## config.mk

```make
export PLATFORM = sky130hd
export DESIGN_NAME = instr_fetch_unit
export DESIGN_NICKNAME = d
export VERILOG_FILES = /design/src/rtl/instr_fetch_unit.sv
export SDC_FILE = /design/constraint.sdc
export NUM_CORES = 1
export LEC_CHECK = 0
export CORE_MARGIN = 1
export CORE_UTILIZATION = 60
export DETAILED_ROUTE_END_ITERATION = 8
export PLACE_DENSITY = 0.86
export SLEW_MARGIN = 25
export SYNTH_ARGS = -nofsm -noshare
export SYNTH_HDL_FRONTEND = slang
export SYNTH_SLANG_ARGS = --single-unit
```

## constraint.sdc

```tcl
create_clock -name clk -period 5.7 [get_ports clk]
set_input_delay 1.425 -clock clk [delete_from_list [all_inputs] [get_ports clk]]
set_output_delay 1.425 -clock clk [all_outputs]
set_load 0.01 [all_outputs]
```

## src/rtl/instr_fetch_unit.sv

```systemverilog
// Instruction fetch front end: owns the PC, issues word fetches, and buffers
// returned instructions in an in-order FIFO toward decode.
// A request is issued only while there is guaranteed room for its response,
// so the FIFO cannot overflow. A redirect flushes the buffered instructions
// and marks every in-flight response to be dropped.
module instr_fetch_unit #(
  parameter logic [31:0] RESET_PC   = 32'h0000_0000,
  parameter int          FIFO_DEPTH = 4
) (
  input  logic        clk,
  input  logic        rst_n,
  output logic        imem_req_valid,
  input  logic        imem_req_ready,
  output logic [31:0] imem_req_addr,
  input  logic        imem_rsp_valid,
  input  logic [31:0] imem_rsp_data,
  input  logic        redirect_valid,
  input  logic [31:0] redirect_pc,
  output logic        if_valid,
  input  logic        if_ready,
  output logic [31:0] if_instr,
  output logic [31:0] if_pc,
  output logic [6:0]  if_opcode
);

  localparam int AW = $clog2(FIFO_DEPTH);
  localparam int CW = AW + 1;

  logic [31:0]   pc;
  logic [31:0]   fifo_instr [FIFO_DEPTH];
  logic [31:0]   fifo_pc    [FIFO_DEPTH];
  logic [AW-1:0] fifo_head, fifo_tail;
  logic [CW-1:0] fifo_count;
  logic [31:0]   tag_pc     [FIFO_DEPTH];
  logic [AW-1:0] tag_head, tag_tail;
  logic [CW-1:0] outstanding;
  logic [CW-1:0] drop_cnt;

  logic [CW:0]   credit_used;
  logic          req_fire;
  logic          rsp_drop;
  logic          fifo_push;
  logic          fifo_pop;

  // Credit is taken from registered counts only; a same-cycle pop does not free a slot.
  assign credit_used    = {1'b0, outstanding} + {1'b0, fifo_count};
  assign imem_req_valid = rst_n && !redirect_valid && (credit_used < (CW+1)'(FIFO_DEPTH));
  assign imem_req_addr  = pc;
  assign req_fire       = imem_req_valid && imem_req_ready;
  assign rsp_drop       = imem_rsp_valid && (drop_cnt != CW'(0));
  assign fifo_push      = imem_rsp_valid && !rsp_drop && !redirect_valid;
  assign fifo_pop       = (fifo_count != CW'(0)) && if_ready && !redirect_valid;

  // Head fields come straight from storage; zero while in reset or empty.
  assign if_valid  = rst_n && (fifo_count != CW'(0));
  assign if_instr  = if_valid ? fifo_instr[fifo_head] : 32'h0;
  assign if_pc     = if_valid ? fifo_pc[fifo_head]    : 32'h0;
  assign if_opcode = if_instr[6:0];

  // PC, pointers and counters; a redirect flushes and turns all in-flight fetches into drops.
  always_ff @(posedge clk) begin
    if (!rst_n) begin
      pc          <= RESET_PC & ~32'h3;
      fifo_head   <= '0;
      fifo_tail   <= '0;
      fifo_count  <= '0;
      tag_head    <= '0;
      tag_tail    <= '0;
      outstanding <= '0;
      drop_cnt    <= '0;
    end else if (redirect_valid) begin
      pc          <= redirect_pc & ~32'h3;
      fifo_head   <= '0;
      fifo_tail   <= '0;
      fifo_count  <= '0;
      tag_head    <= '0;
      tag_tail    <= '0;
      outstanding <= outstanding - CW'(imem_rsp_valid);
      drop_cnt    <= outstanding - CW'(imem_rsp_valid);
    end else begin
      if (req_fire) begin
        pc       <= pc + 32'd4;
        tag_tail <= tag_tail + AW'(1);
      end
      outstanding <= outstanding + CW'(req_fire) - CW'(imem_rsp_valid);
      if (rsp_drop) begin
        drop_cnt <= drop_cnt - CW'(1);
      end
      if (imem_rsp_valid && !rsp_drop) begin
        tag_head <= tag_head + AW'(1);
      end
      if (fifo_push) begin
        fifo_tail <= fifo_tail + AW'(1);
      end
      if (fifo_pop) begin
        fifo_head <= fifo_head + AW'(1);
      end
      fifo_count <= fifo_count + CW'(fifo_push) - CW'(fifo_pop);
    end
  end

  // Data storage needs no reset; validity is tracked by the counters above.
  always_ff @(posedge clk) begin
    if (req_fire) begin
      tag_pc[tag_tail] <= pc;
    end
    if (fifo_push) begin
      fifo_instr[fifo_tail] <= imem_rsp_data;
      fifo_pc[fifo_tail]    <= tag_pc[tag_head];
    end
  end

  // The credit scheme must make a push into a full, non-popping FIFO impossible.
  always_ff @(posedge clk) begin
    if (rst_n && fifo_push && !fifo_pop) begin
      assert (fifo_count != CW'(FIFO_DEPTH));
    end
  end

endmodule

```

Word-level counts from Yosys, hierarchy flattened
Memories as Yosys holds them, arrays and structs flattened. A register that Yosys moved wholly into a read port is not among the register bits.
Cells that the tools add are included.
{"block": "word_totals", "reg_bits": 49, "mem_bits_rw": 384, "input_bits": 70, "output_inout_bits": 105, "word_cells": 59, "memories": 3}
{"block": "classes", "addsub": 12, "order_cmp": 1, "muxes": 17, "bitwise": 1, "reduce_logical": 16}
{"name": "fifo_instr", "depth": 4, "word_bits": 32, "rd": 1, "rd_ports_with_merged_regs": 1, "wr": 1, "line": "30", "source": "logic [31:0] fifo_instr [FIFO_DEPTH];"}
{"name": "fifo_pc", "depth": 4, "word_bits": 32, "rd": 1, "rd_ports_with_merged_regs": 1, "wr": 1, "line": "31", "source": "logic [31:0] fifo_pc [FIFO_DEPTH];"}
{"name": "tag_pc", "depth": 4, "word_bits": 32, "rd": 1, "rd_ports_with_merged_regs": 1, "wr": 1, "line": "34", "source": "logic [31:0] tag_pc [FIFO_DEPTH];"}
{"op": "$mux 32", "count": 4}
{"op": "$add 32x3->32 const B", "count": 1}
{"op": "$mux 2", "count": 6}
{"op": "$logic_and 1x1->1", "count": 9}
{"op": "$mux 3", "count": 3}
{"op": "$sub 3x1->3", "count": 3}
{"op": "$add 2x1->2 const B", "count": 4}
{"op": "$add 3x1->3", "count": 2}
{"op": "$reduce_bool 3->1", "count": 2}
{"op": "$add 3x3->4", "count": 1}
{"op": "$lt 4x3->1 const B", "count": 1}
{"op": "$mux 1", "count": 4}
{"op": "$reduce_bool 2->1", "count": 2}
{"op": "$sub 3x1->3 const B", "count": 1}
{"op": "$logic_not 1->1", "count": 2}
{"op": "$reduce_or 2->1", "count": 1}
{"op": "$not 1->1", "count": 1}

Depth between registers and ports, before layout
Gate-level depths: netlist of the first run.
{"block": "logic_depth", "depth_word": 7, "depth_mapped": 13, "depth_no_buf": 12}

Worst setup path after synthesis of the first run
OpenSTA, ideal clock, no wires.
{"block": "synth_timing", "kind": "input-to-output", "startpoint": "input port rst_n", "endpoint": "output port if_opcode[1]", "arrival_time_ps": 2511, "required_time_ps": 4275, "slack_ps": 1764, "path_stages": 6, "n_path_buf": 4, "path_cell_list": "clkbuf_1 nand2b_1 clkbuf_1 clkbuf_1 nor2b_1 buf_4"}
{"block": "synth_between", "elab_chain_len": 2}
{"item": "from (decl)", "line": "11", "source": "input logic rst_n,"}
{"item": "$logic_and 1x1->1", "line": "55", "source": "assign if_valid = rst_n && (fifo_count != CW'(0));"}
{"item": "$mux 32", "line": "56", "source": "assign if_instr = if_valid ? fifo_instr[fifo_head] : 32'h0;"}
{"item": "to (decl)", "line": "23", "source": "output logic [6:0] if_opcode"}
No other way between the ends.

Final worst setup path of the first run
{"block": "layout_timing", "startpoint": "input port rst_n", "endpoint": "output port imem_req_valid"}
{"block": "layout_between", "elab_chain_len": 2}
{"item": "$logic_and 1x1->1 (2 in a row)", "line": "47", "source": "assign imem_req_valid = rst_n && !redirect_valid && (credit_used < (CW+1)'(FIFO_DEPTH));"}
{"item": "to (decl)", "line": "12", "source": "output logic imem_req_valid,"}
No other way between the ends.

==> results of run 1 <==
-- power by group through the flow --
stage	registers [uW]	clock network, uW	logic, uW
6_report	3490	2710	378
5_1_grt	3490	2870	408
4_1_cts	3490	2760	379
3_5_place_dp	3550	0	372
3_3_place_gp	3540	0	361
2_1_floorplan	3530	0	215
-- layout make-up --
cell class | count | area (um^2) | share of cell area
clock buffer | 54 | 1167 | 0.05802
clock inverter | 21 | 206.4 | 0.01026
inverter | 25 | 93.84 | 0.004664
multi-input combinational | 415 | 4245 | 0.2110
sequential | 419 | 12080 | 0.6004
tap | 372 | 465.4 | 0.02313
timing repair buffer | 187 | 1862 | 0.09253
-- critical path, stage by stage --
cell             delay [ns]
clkdlybuf4s50_1        0.54
buf_4                  0.27
nand2_1                0.36
nor3_1                 0.31
clkdlybuf4s50_1        0.59
-- worst max path at each step --
stage	depth (start not counted)	slack, ns	endpoint	from
3_5_place_dp	5	0.89	imem_req_valid	rst_n
3_3_place_gp	5	0.87	imem_req_valid	rst_n
4_1_cts	5	0.81	imem_req_valid	rst_n
5_1_grt	5	0.68	imem_req_valid	rst_n
2_1_floorplan	6	1.76	if_opcode[1]	rst_n
6_report	5	0.78	imem_req_valid	rst_n
-- cells in the final DEF, fill, tap and decap left out, types with 4 or more instances in the layout --
cell type / synthesis / final
clkbuf_16: 0 / 43
nor2_1: 34 / 34
buf_4: 12 / 16
clkbuf_1: 30 / 6
a31oi_1: 11 / 11
edfxtp_1: 368 / 368
xor2_1: 7 / 7
clkinv_2: 0 / 8
nor2b_1: 62 / 62
ha_1: 19 / 19
clkdlybuf4s50_1: 0 / 168
bufinv_16: 0 / 4
o21ai_0: 20 / 20
and2_2: 0 / 4
nand2_1: 33 / 33
nand3_1: 8 / 8
inv_1: 25 / 25
a21oi_1: 15 / 15
clkbuf_8: 0 / 5
mux4_2: 92 / 92
nor3_1: 9 / 9
and2_1: 11 / 7
and3_1: 8 / 8
nand4_1: 15 / 15
xnor2_1: 9 / 9
clkinv_1: 0 / 6
a222oi_1: 5 / 5
dfxtp_1: 51 / 47
conb_1: 1 / 4
-- routing by layer --
layer / up-vias / global-route usage
li1: 3946 / -
met1: 4508 / 0.3252
met2: 373 / 0.4019
met3: 70 / 0.04793
met4: 0 / 0.09091
met5: - / 0
-- registers in the layout, indices dropped and copies added (netlist names), named ones only --
name and cells:
tag_head 2, imem_req_addr 30, fifo_head 2, fifo_tail 2, tag_pc 120, drop_cnt 3
fifo_pc 120, tag_tail 2, fifo_instr 128, outstanding 3, fifo_count 3
-- cells by family (layout without fill, tap and decap cells) --
family,Yosys count,in the layout
AOI/OAI and AO/OA,76,76
xor gates and xnor gates,16,16
adders and majority gates,21,21
buffers and inverters,81,287
DFF,419,419
muxes,97,97
other,1,4
and+or+nand+nor,201,201
-- metrics by stage --
step	instance area (um^2)	power, uW	util	worst slack, ns
2_1_floorplan	16660	3741	-	1.764
3_3_place_gp	18740	3904	0.6914	0.8686
3_5_place_dp	18750	3922	0.6918	0.8869
4_1_cts	20120	6621	0.7425	0.8082
5_1_grt	20120	6769	0.7425	0.6806
6_report	20120	6569	0.7425	0.7796
==> parameters.txt, run 1 <==
Parameter                              Value

Run status
  Status    completed

Pwr
  Share of power burned in the clock network    0.412
  Static leakage power    approximately 0.0065 uW
  Cell-internal power    5236 uW
  Proportion of power drawn by combinational gates    0.057
  Maximum vdd drop    approximately 0.22 mV
  Switching Power    between 1000 and 1500 uW
  Power density cells    326.5 nW/um^2
  Switching portion of total power    0.2030
  Relative contribution of sequential cells to total power    0.531

Final layout
  Post-route non-filler standard cell count    1493
  Layout-stage area growth over the synthesis result    20.83%
  Number of filler instances in the final layout    1567
  Nets    about 1.2k
  Count of inserted antenna diode cells    0
  Layout cells sized above 1    0.1775

Synth
  Dominant register cell in the synthesized netlist    edfxtp_1
  Post-synthesis xor/xnor area fraction    0.008415
  Compound-Gate Fraction of Synth Area    0.03058
  Mapped Cells    912
  Number of different library cells in the post-synthesis netlist    60
  Simple-gate portion of the synthesized area    0.06972
  Area share of the largest cell type after synthesis    0.6636
  Most area-consuming cells after synthesis    edfxtp_1 (66%), mux4_2 (12%), dfxtp_1 (6.1%), nor2b_1 (2.3%), ha_1 (1.4%)
  Sequential cell area fraction in the yosys report    0.7249
  Top cell type by total area after synthesis    edfxtp_1
  Top-count cell post-synth    edfxtp_1
  #FFs+latches synth    approximately 420
  Total number of yosys warnings    0
  FFs w/ async S/R, synth    0
  Post-synthesis share of cell area spent on full adders, half adders and majority gates    0.01668
  Combinational family with the most area after synthesis    multiplexers
  Multiplexer share of the synthesized area    0.1276
  Average cell area after synthesis    18.26 um^2
  Mapped cell area    ~17000 um^2
  Number of enable-type register cells in the synthesized netlist    roughly 370
  Most frequent cells after synthesis    edfxtp_1 (368), mux4_2 (92), nor2b_1 (62), dfxtp_1 (51), nor2_1 (34)

Routing
  Detailed route wirelength on metal2    16440 um
  Highest metal used    met4
  Via count    8897
  Iter 0 DRT Violations    ~700
  Met1 Wirelength    roughly 14000 um
  Post-detailed-routing wire length    33550 um
  Detail-routed net length per standard cell    roughly 22 um
  Initial DRT Pass Iterations    5
  Mean number of vias per cell    5.959
  Met3 wirelength from detailed routing    2189 um
  Number of nets with antenna violations after routing    0
  DRC violations left    0

Place
  Quantity of I/O buffers inserted on ports    around 170
  Final RePlAce weighted congestion    ~0.84
  HPWL Detailed    approximately 20000 um
  Total placed cells including tap cells    ~1.4k

Flow run
  Number of maximum-capacitance constraint violations    0

GRT
  Number of antenna violations at the first check in global routing    0
  Overall routing resource usage    0.2433
  Maximum number of pins on one net before global-route repair    57
  Vias in the first global route    about 9.1k
  Overall overflow remaining after global route    0
  First-pass GRT wire length    approximately 52000 um

Floorplanning
  Number of standard-cell rows in the floorplan    60
  Floorplan core area    about 27000 um^2
  Height of the die    roughly 170 um
  X dimension of the die    around 170 um
  Starting Density    0.6145
  IO Count    175
  Area of the die    28430 um^2

Min path
  WHS Path Cells    2
  End of the worst hold path    tag_tail[1]
  Startpoint of the tightest hold check path    tag_tail[1]
  Path category of the worst min-delay check    reg -> reg

Critical path
  Endpoint of the most critical register-to-register path    outstanding[2]
  Critical path peak fanout    19
  Setup crit end kind    output pin
  Class of the most critical setup path    in -> out
  Reg2reg start    outstanding[2]
  Data required, critical path    about 4.3 ns
  Reg-to-reg slack, setup    2.88 ns
  Length in cells of the worst reg-to-reg path    12
  Arr. time, crit path    between 3 and 4 ns
  CP Launch Type    primary input

Timing
  Sum of negative setup slack    0 ns
  Final period utilization    0.8632
  Final max-slew violation count    0
  Final worst clock skew    about 0.011 ns
  Final worst hold slack    0.5002 ns
  Final worst path period need    slightly below 5 ns
  Worst slew margin relative to its limit    0.4379
  Final hold viol count    0
  Unrepaired setup endpoints after global routing    false
  Maximum clock rate    about 0.20 GHz
  Final setup viols    0
  Pin slew with the least headroom to its limit    between 0.8 and 0.9 ns

Clocking
  TritonCTS Buffers    41
  Number of clock sinks seen by CTS    approximately 420
  Number of buffers added for setup after CTS    0
  Clock slew at reported path FFs    approximately 0.06 ns
  Worst-Skew Late Latency    ~0.53 ns
  Hold buffer count at CTS    0
  H-tree levels    2
  TritonCTS clock tree    done
  Total of cells resized after clock tree synthesis    0
  Clock tree buffer depth    3
  Clock Tree Root    clkbuf_16
No activity file was read; power rests on OpenSTA's default activity.
==> run 2, diff against run 1 <==
==> constraint.sdc (replaced) <==
create_clock -name clk -period 5.7 [get_ports clk]
set_input_delay 1.14 -clock clk [delete_from_list [all_inputs] [get_ports clk]]
set_output_delay 1.14 -clock clk [all_outputs]
set_load 0.01 [all_outputs]
==> run 2 against run 1 <==
Combinational power grew 2%. Global-route usage grew 0.77 points. Sequential power is essentially flat. Design area shrank 0.51%. Non-clock buffer count grew 3. Critical path type unchanged. Fmax grew 13%. Flip-flop and latch count is the same. Largest cell class unchanged. First-iteration DRC count grew 45%.
==> parameters.txt, run 2 (synthesis results as in run 1) <==
Parameter                              Value

Critical path
  Reg-to-reg slack, setup    2.94 ns (+0.06 ns)
  Arr. time, crit path    3.22 ns (-0.28 ns)
  CP bufs+invs    2 (-1)
  Cell Chain, Critical Path    clkdlybuf4s50_1 > nand2_1 > nor3_1 > clkdlybuf4s50_1
  Reg2reg start    outstanding[2]
  Data required, critical path    4.56 ns (+0.28 ns)
  Class of the most critical setup path    in -> out
  CP Launch Type    primary input
  Endpoint of the most critical register-to-register path    outstanding[2]
  Critical path peak fanout    13 (-6)
  CP delay by family, top    buffers and inverters
  Cell with the biggest individual delay on the critical path    clkdlybuf4s50_1
  Biggest cell delay along the critical path    0.77 ns (+0.18 ns)
  Length in cells of the worst reg-to-reg path    12 (unchanged)
  Setup crit end kind    output pin
  Cell occurring most often along the worst timing path    clkdlybuf4s50_1

Pwr
  Static leakage power    0.006421 uW (-0.73%)
  Maximum vdd drop    0.1850 mV (-17%)
  Power density cells    320.5 nW/um^2 (-1.8%)

GRT
  Number of antenna violations at the first check in global routing    0 (unchanged)
  Met2 capacity usage during global routing    0.4346 (+0.03265)
  Met3 track demand over resource    0.04442 (-0.003507)
  First-pass GRT wire length    53010 um (+2.3%)
  Vias in the first global route    9252 (+1.3%)
  Overall routing resource usage    0.2511 (+0.007748)
  Maximum number of pins on one net before global-route repair    64 (+12%)
  Overall overflow remaining after global route    0 (unchanged)
  Met1 track demand over resource    0.3296 (+0.004460)
  Busiest layer in global routing    met2

Min path
  WHS Path Cells    2 (unchanged)
  End of the worst hold path    tag_tail[1]
  Path category of the worst min-delay check    reg -> reg
  Startpoint of the tightest hold check path    tag_tail[1]

Clocking
  TritonCTS clock tree    done
  H-tree levels    2 (unchanged)
  Number of buffers added for setup after CTS    0 (unchanged)
  Hold buffer count at CTS    0 (unchanged)
  Clock Tree Root    clkbuf_16
  Clock slew at reported path FFs    0.06 ns (about the same)
  Clock tree buffer depth    3 (unchanged)
  Worst-Skew Late Latency    0.52 ns (about the same)
  Number of clock sinks seen by CTS    419 (unchanged)
  Total of cells resized after clock tree synthesis    0 (unchanged)
  TritonCTS Buffers    40 (-2.4%)

Timing
  Final period utilization    0.7647 (-0.09848)
  Final max-slew violation count    0 (unchanged)
  Final worst path period need    4.359 ns (-0.5614 ns)
  Maximum clock rate    0.2294 GHz (+13%)
  Pin slew with the least headroom to its limit    0.8773 ns (+0.03422 ns)
  Final worst hold slack    0.5123 ns (+0.01211 ns)
  Worst slew margin relative to its limit    0.4151 (-0.02281)
  Final hold viol count    0 (unchanged)
  Unrepaired setup endpoints after global routing    false
  Final worst clock skew    0.01786 ns (+0.006712 ns)
  Sum of negative setup slack    0 ns (unchanged)
  Final setup viols    0 (unchanged)

Floorplanning
  Area of the die    28430 um^2 (unchanged)
  Height of the die    168.6 um (unchanged)
  Starting Density    0.6145 (unchanged)
  IO Count    175 (unchanged)
  Number of standard-cell rows in the floorplan    60 (unchanged)
  Floorplan core area    27100 um^2 (unchanged)
  X dimension of the die    168.6 um (unchanged)

Final layout
  Commonest cells after routing, fill and taps aside    edfxtp_1 (368), clkdlybuf4s50_1 (168), mux4_2 (92), nor2b_1 (62), dfxtp_1 (47)
  Count of inserted antenna diode cells    0 (unchanged)
  Max reg flops    128 (unchanged)
  Top Registers    fifo_instr (128), fifo_pc (120), tag_pc (120)
  Layout-stage area growth over the synthesis result    20.21%
  Layout cells sized above 1    0.1704 (-0.007136)
  Register name with the most flops    fifo_instr
  Leading cell type in the layout, fill and taps excluded    edfxtp_1
  Nets    1182 (+0.17%)

Routing
  Post-detailed-routing wire length    34450 um (+2.7%)
  Initial DRT Pass Iterations    7 (+2)
  DRC violations left    0 (unchanged)
  Detail-routed net length per standard cell    23.07 um (+2.7%)
  Iter 0 DRT Violations    1012 (+45%)
  Via count    8963 (+0.74%)
  Mean number of vias per cell    6.003 (+0.74%)
  Number of nets with antenna violations after routing    0 (unchanged)

Place
  HPWL Detailed    20640 um (+3.1%)
  Final RePlAce weighted congestion    0.7986 (-4.4%)
  Quantity of I/O buffers inserted on ports    168 (unchanged)

Run status
  Status    completed

Flow run
  Number of maximum-capacitance constraint violations    0 (unchanged)
==> run 2: final cells by class <==
class                           instances  area, um^2
Clock buffer                           49        1056
Fill cell                            1544        7082
Inverter                               25       93.84
Sequential cell                       419       12080
Multi-Input combinational cell        415        4245
Clock inverter                         23       205.2
Timing Repair Buffer                  190        1872
Tap cell                              372       465.4
==> run 2: metal layers <==
layer / routed length, um / part of all wire
met1: 13700 / 0.40
met5: 0 / 0
met4: 805 / 0.023
met2: 17600 / 0.51
met3: 2345 / 0.068
==> run 2: report_power, final <==
part	internal, uW	total [uW]	switching [uW]
Sequential	3420	3480	60.5
Combinational	195	385	190
Clock	1490	2550	1060
==> run 2: worst max-delay path by stage <==
stage,start,to,slack (ns),depth (start not counted)
after CTS,rst_n,imem_req_valid,1.36,4
final,rst_n,imem_req_valid,1.34,4
after global routing,rst_n,imem_req_valid,1.21,4
after detailed placement,rst_n,imem_req_valid,1.36,4
after global placement,rst_n,imem_req_valid,1.37,4
after floorplan,redirect_valid,fifo_instr[0][0],2.12,4
==> run 2: worst min-delay path, delay by kind of cell (launching register included) <==
family	cells	cell delay, ns
AND/OR/NAND/NOR	1	0.07
flip-flops	1	0.34
AO/OA/AOI/OAI	1	0.06
==> run 2: stage by stage <==
| step | std cells | power, uW | util | cell area, um^2 | setup WS [ns] |
|---|---|---|---|---|---|
| final | 1493 | 6417 | 0.7387 | 20020 | 1.341 |
| after global routing | 1493 | 6599 | 0.7387 | 20020 | 1.205 |
| after CTS | 1493 | 6451 | 0.7387 | 20020 | 1.359 |
| after floorplan | 915 | 3741 | - | 16660 | 2.117 |
| after global placement | 1421 | 3902 | 0.6917 | 18750 | 1.367 |
| after detailed placement | 1421 | 3923 | 0.6922 | 18760 | 1.357 |
==> run 3, diff against run 2 <==
--- a/config.mk
+++ b/config.mk
@@ -6,9 +6,9 @@
 export NUM_CORES = 1
 export LEC_CHECK = 0
 export CORE_MARGIN = 1
-export CORE_UTILIZATION = 60
+export CORE_UTILIZATION = 51
 export DETAILED_ROUTE_END_ITERATION = 8
-export PLACE_DENSITY = 0.86
+export PLACE_DENSITY = 0.78
 export SLEW_MARGIN = 25
 export SYNTH_ARGS = -nofsm -noshare
 export SYNTH_HDL_FRONTEND = slang
==> constraint.sdc (replaced) <==
create_clock -name clk -period 3.9 [get_ports clk]
set_input_delay 0.78 -clock clk [delete_from_list [all_inputs] [get_ports clk]]
set_output_delay 0.78 -clock clk [all_outputs]
set_load 0.01 [all_outputs]
==> run 3 against run 2 <==
Via count down 1.9%. Count of clock-buffer cells in the layout up 5. Register-to-register slack lost 1.8 ns. Global-route usage fell by 5.3 points. Clock skew rose by 0.00060 ns. Critical path depth unchanged. Clock power rose by 62%. Critical endpoint is now if_pc[17].
==> parameters.txt, run 3 (synthesis results as in run 1) <==
Parameter                              Value

Critical path
  Critical path capture point    if_pc[17]
  Data required, critical path    3.12 ns (-1.44 ns)
  Endpoint of the most critical register-to-register path    outstanding[2]
  CP Launch Type    flip-flop
  Critical path peak fanout    22 (+9)
  Reg2reg start    outstanding[2]
  Setup crit end kind    output pin
  Length in cells of the worst reg-to-reg path    12 (unchanged)
  Arr. time, crit path    2.75 ns (-0.47 ns)
  Class of the most critical setup path    reg -> out
  Reg-to-reg slack, setup    1.15 ns (-1.79 ns)

Final layout
  Nets    1189 (+0.59%)
  Count of inserted antenna diode cells    0 (unchanged)
  Utilization after layout    0.6400 (-0.09874)
  Commonest cells after routing, fill and taps aside    edfxtp_1 (368), clkdlybuf4s50_1 (168), mux4_2 (92), nor2b_1 (62), dfxtp_1 (47)
  Max reg flops    128 (unchanged)
  Leading cell type in the layout, fill and taps excluded    edfxtp_1
  Top Registers    fifo_instr (128), fifo_pc (120), tag_pc (120)
  Register name with the most flops    fifo_instr
  Layout cells sized above 1    0.1821 (+0.01176)
  Number of filler instances in the final layout    2248 (+46%)
  Layout-stage area growth over the synthesis result    22.51%
  Post-route non-filler standard cell count    1566 (+4.9%)

Floorplanning
  Number of standard-cell rows in the floorplan    65 (+8.3%)
  X dimension of the die    182.7 um (+8.4%)
  Floorplan core area    31880 um^2 (+18%)
  Height of the die    182.7 um (+8.4%)
  Starting Density    0.5224 (-0.09213)
  IO Count    175 (unchanged)
  Area of the die    33380 um^2 (+17%)

Clocking
  Clock slew at reported path FFs    0.06 ns (about the same)
  TritonCTS clock tree    done
  Worst-Skew Late Latency    0.53 ns (about the same)
  Hold buffer count at CTS    0 (unchanged)
  Clock tree buffer depth    3 (unchanged)
  Total of cells resized after clock tree synthesis    0 (unchanged)
  Number of buffers added for setup after CTS    0 (unchanged)
  H-tree levels    2 (unchanged)
  Clock Tree Root    clkbuf_16
  TritonCTS Buffers    43 (+7.5%)
  Number of clock sinks seen by CTS    419 (unchanged)

Timing
  Final setup viols    0 (unchanged)
  Final worst clock skew    0.01846 ns (+0.0005969 ns)
  Pin slew with the least headroom to its limit    0.8135 ns (-0.06381 ns)
  Final worst hold slack    0.5059 ns (-0.006370 ns)
  Final max-slew violation count    0 (unchanged)
  Final period utilization    0.9057
  Unrepaired setup endpoints after global routing    false
  Maximum clock rate    0.2831 GHz
  Final hold viol count    0 (unchanged)
  Worst slew margin relative to its limit    0.4577 (+0.04254)
  Final worst path period need    roughly 3.5 ns
  Sum of negative setup slack    0 ns (unchanged)

GRT
  Overall routing resource usage    0.1981 (-0.05298)
  Vias in the first global route    8822 (-4.6%)
  First-pass GRT wire length    50030 um (-5.6%)
  Number of antenna violations at the first check in global routing    0 (unchanged)
  Overall overflow remaining after global route    0 (unchanged)
  Maximum number of pins on one net before global-route repair    64 (unchanged)

Routing
  Detail-routed net length per standard cell    20.41 um (-12%)
  Post-detailed-routing wire length    31960 um (-7.2%)
  DRC violations left    0 (unchanged)
  Initial DRT Pass Iterations    5 (-2)
  Iter 0 DRT Violations    544 (-46%)
  Mean number of vias per cell    5.617 (-6.4%)
  Number of nets with antenna violations after routing    0 (unchanged)
  Via count    8796 (-1.9%)

Pwr
  Power density cells    479.3 nW/um^2 (+50%)
  Switching Power    1954 uW (+49%)
  Cell-internal power    7824 uW (+53%)
  Switching portion of total power    0.1999 (-0.004170)
  Maximum vdd drop    0.2678 mV (+45%)
  Static leakage power    0.006545 uW (+1.9%)
  Share of power burned in the clock network    0.423 (+0.025)
  Relative contribution of sequential cells to total power    0.520 (-0.022)
  Proportion of power drawn by combinational gates    0.057 (-0.003)

Flow run
  Number of maximum-capacitance constraint violations    0 (unchanged)

Place
  Quantity of I/O buffers inserted on ports    168 (unchanged)
  HPWL Detailed    20150 um (-2.4%)
  Final RePlAce weighted congestion    0.8372 (+4.8%)
  Total placed cells including tap cells    1488 (+4.7%)

Run status
  Status    completed

Min path
  Path category of the worst min-delay check    reg -> reg
  WHS Path Cells    2 (unchanged)
[run 3: cell type report]
cell class | instances | area [um^2] | share of cell area
clock inverters | 24 | 266.5 | 0.01306
inverters | 25 | 93.84 | 0.004600
well taps | 435 | 544.3 | 0.02668
multi-input cells | 415 | 4237 | 0.2077
flip-flops and latches | 419 | 12080 | 0.5921
clock buffers | 54 | 1180 | 0.05783
repair buffers | 194 | 2002 | 0.09812
[run 3: per-layer routing]
layer,vias to the layer above,global-route usage,part of all wire
met5,-,0,0
met4,0,0.05143,0.019
met3,49,0.03353,0.060
met2,303,0.3284,0.49
met1,4480,0.2742,0.43
li1,3964,-,-
[run 3: worst min-delay path by stage]
stage,start,slack [ns],endpoint
2_1_floorplan,tag_tail[1],0.47,tag_tail[1]
4_1_cts,tag_tail[1],0.51,tag_tail[1]
6_report,tag_tail[1],0.51,tag_tail[1]
3_3_place_gp,tag_tail[1],0.49,tag_tail[1]
5_1_grt,tag_tail[1],0.55,tag_tail[1]
3_5_place_dp,tag_tail[1],0.50,tag_tail[1]
[run 3: worst max-delay path, cell delays in order, from the launching register on]
cell	delay, ns
dfxtp_4	0.66
buf_4	0.32
mux4_2	0.58
nor2b_1	0.15
clkdlybuf4s50_1	0.50
[run 3: stage by stage]
step	cell area, um^2	total power, uW	setup WS (ns)
after floorplan	16660	5467	0.6766
after global placement	18960	5723	0.4556
after detailed placement	18960	5745	0.4336
after CTS	20400	9868	0.2961
after global routing	20400	10090	0.1997
final	20400	9778	0.3679
[run 3: power groups by stage]
| stage | clock [uW] | sequential [uW] | combinational, uW |
|---|---|---|---|
| final | 4130 | 5090 | 558 |
| after floorplan | 0 | 5150 | 314 |
| after CTS | 4210 | 5090 | 565 |
| after global placement | 0 | 5170 | 548 |
| after global routing | 4380 | 5100 | 609 |
| after detailed placement | 0 | 5180 | 562 |
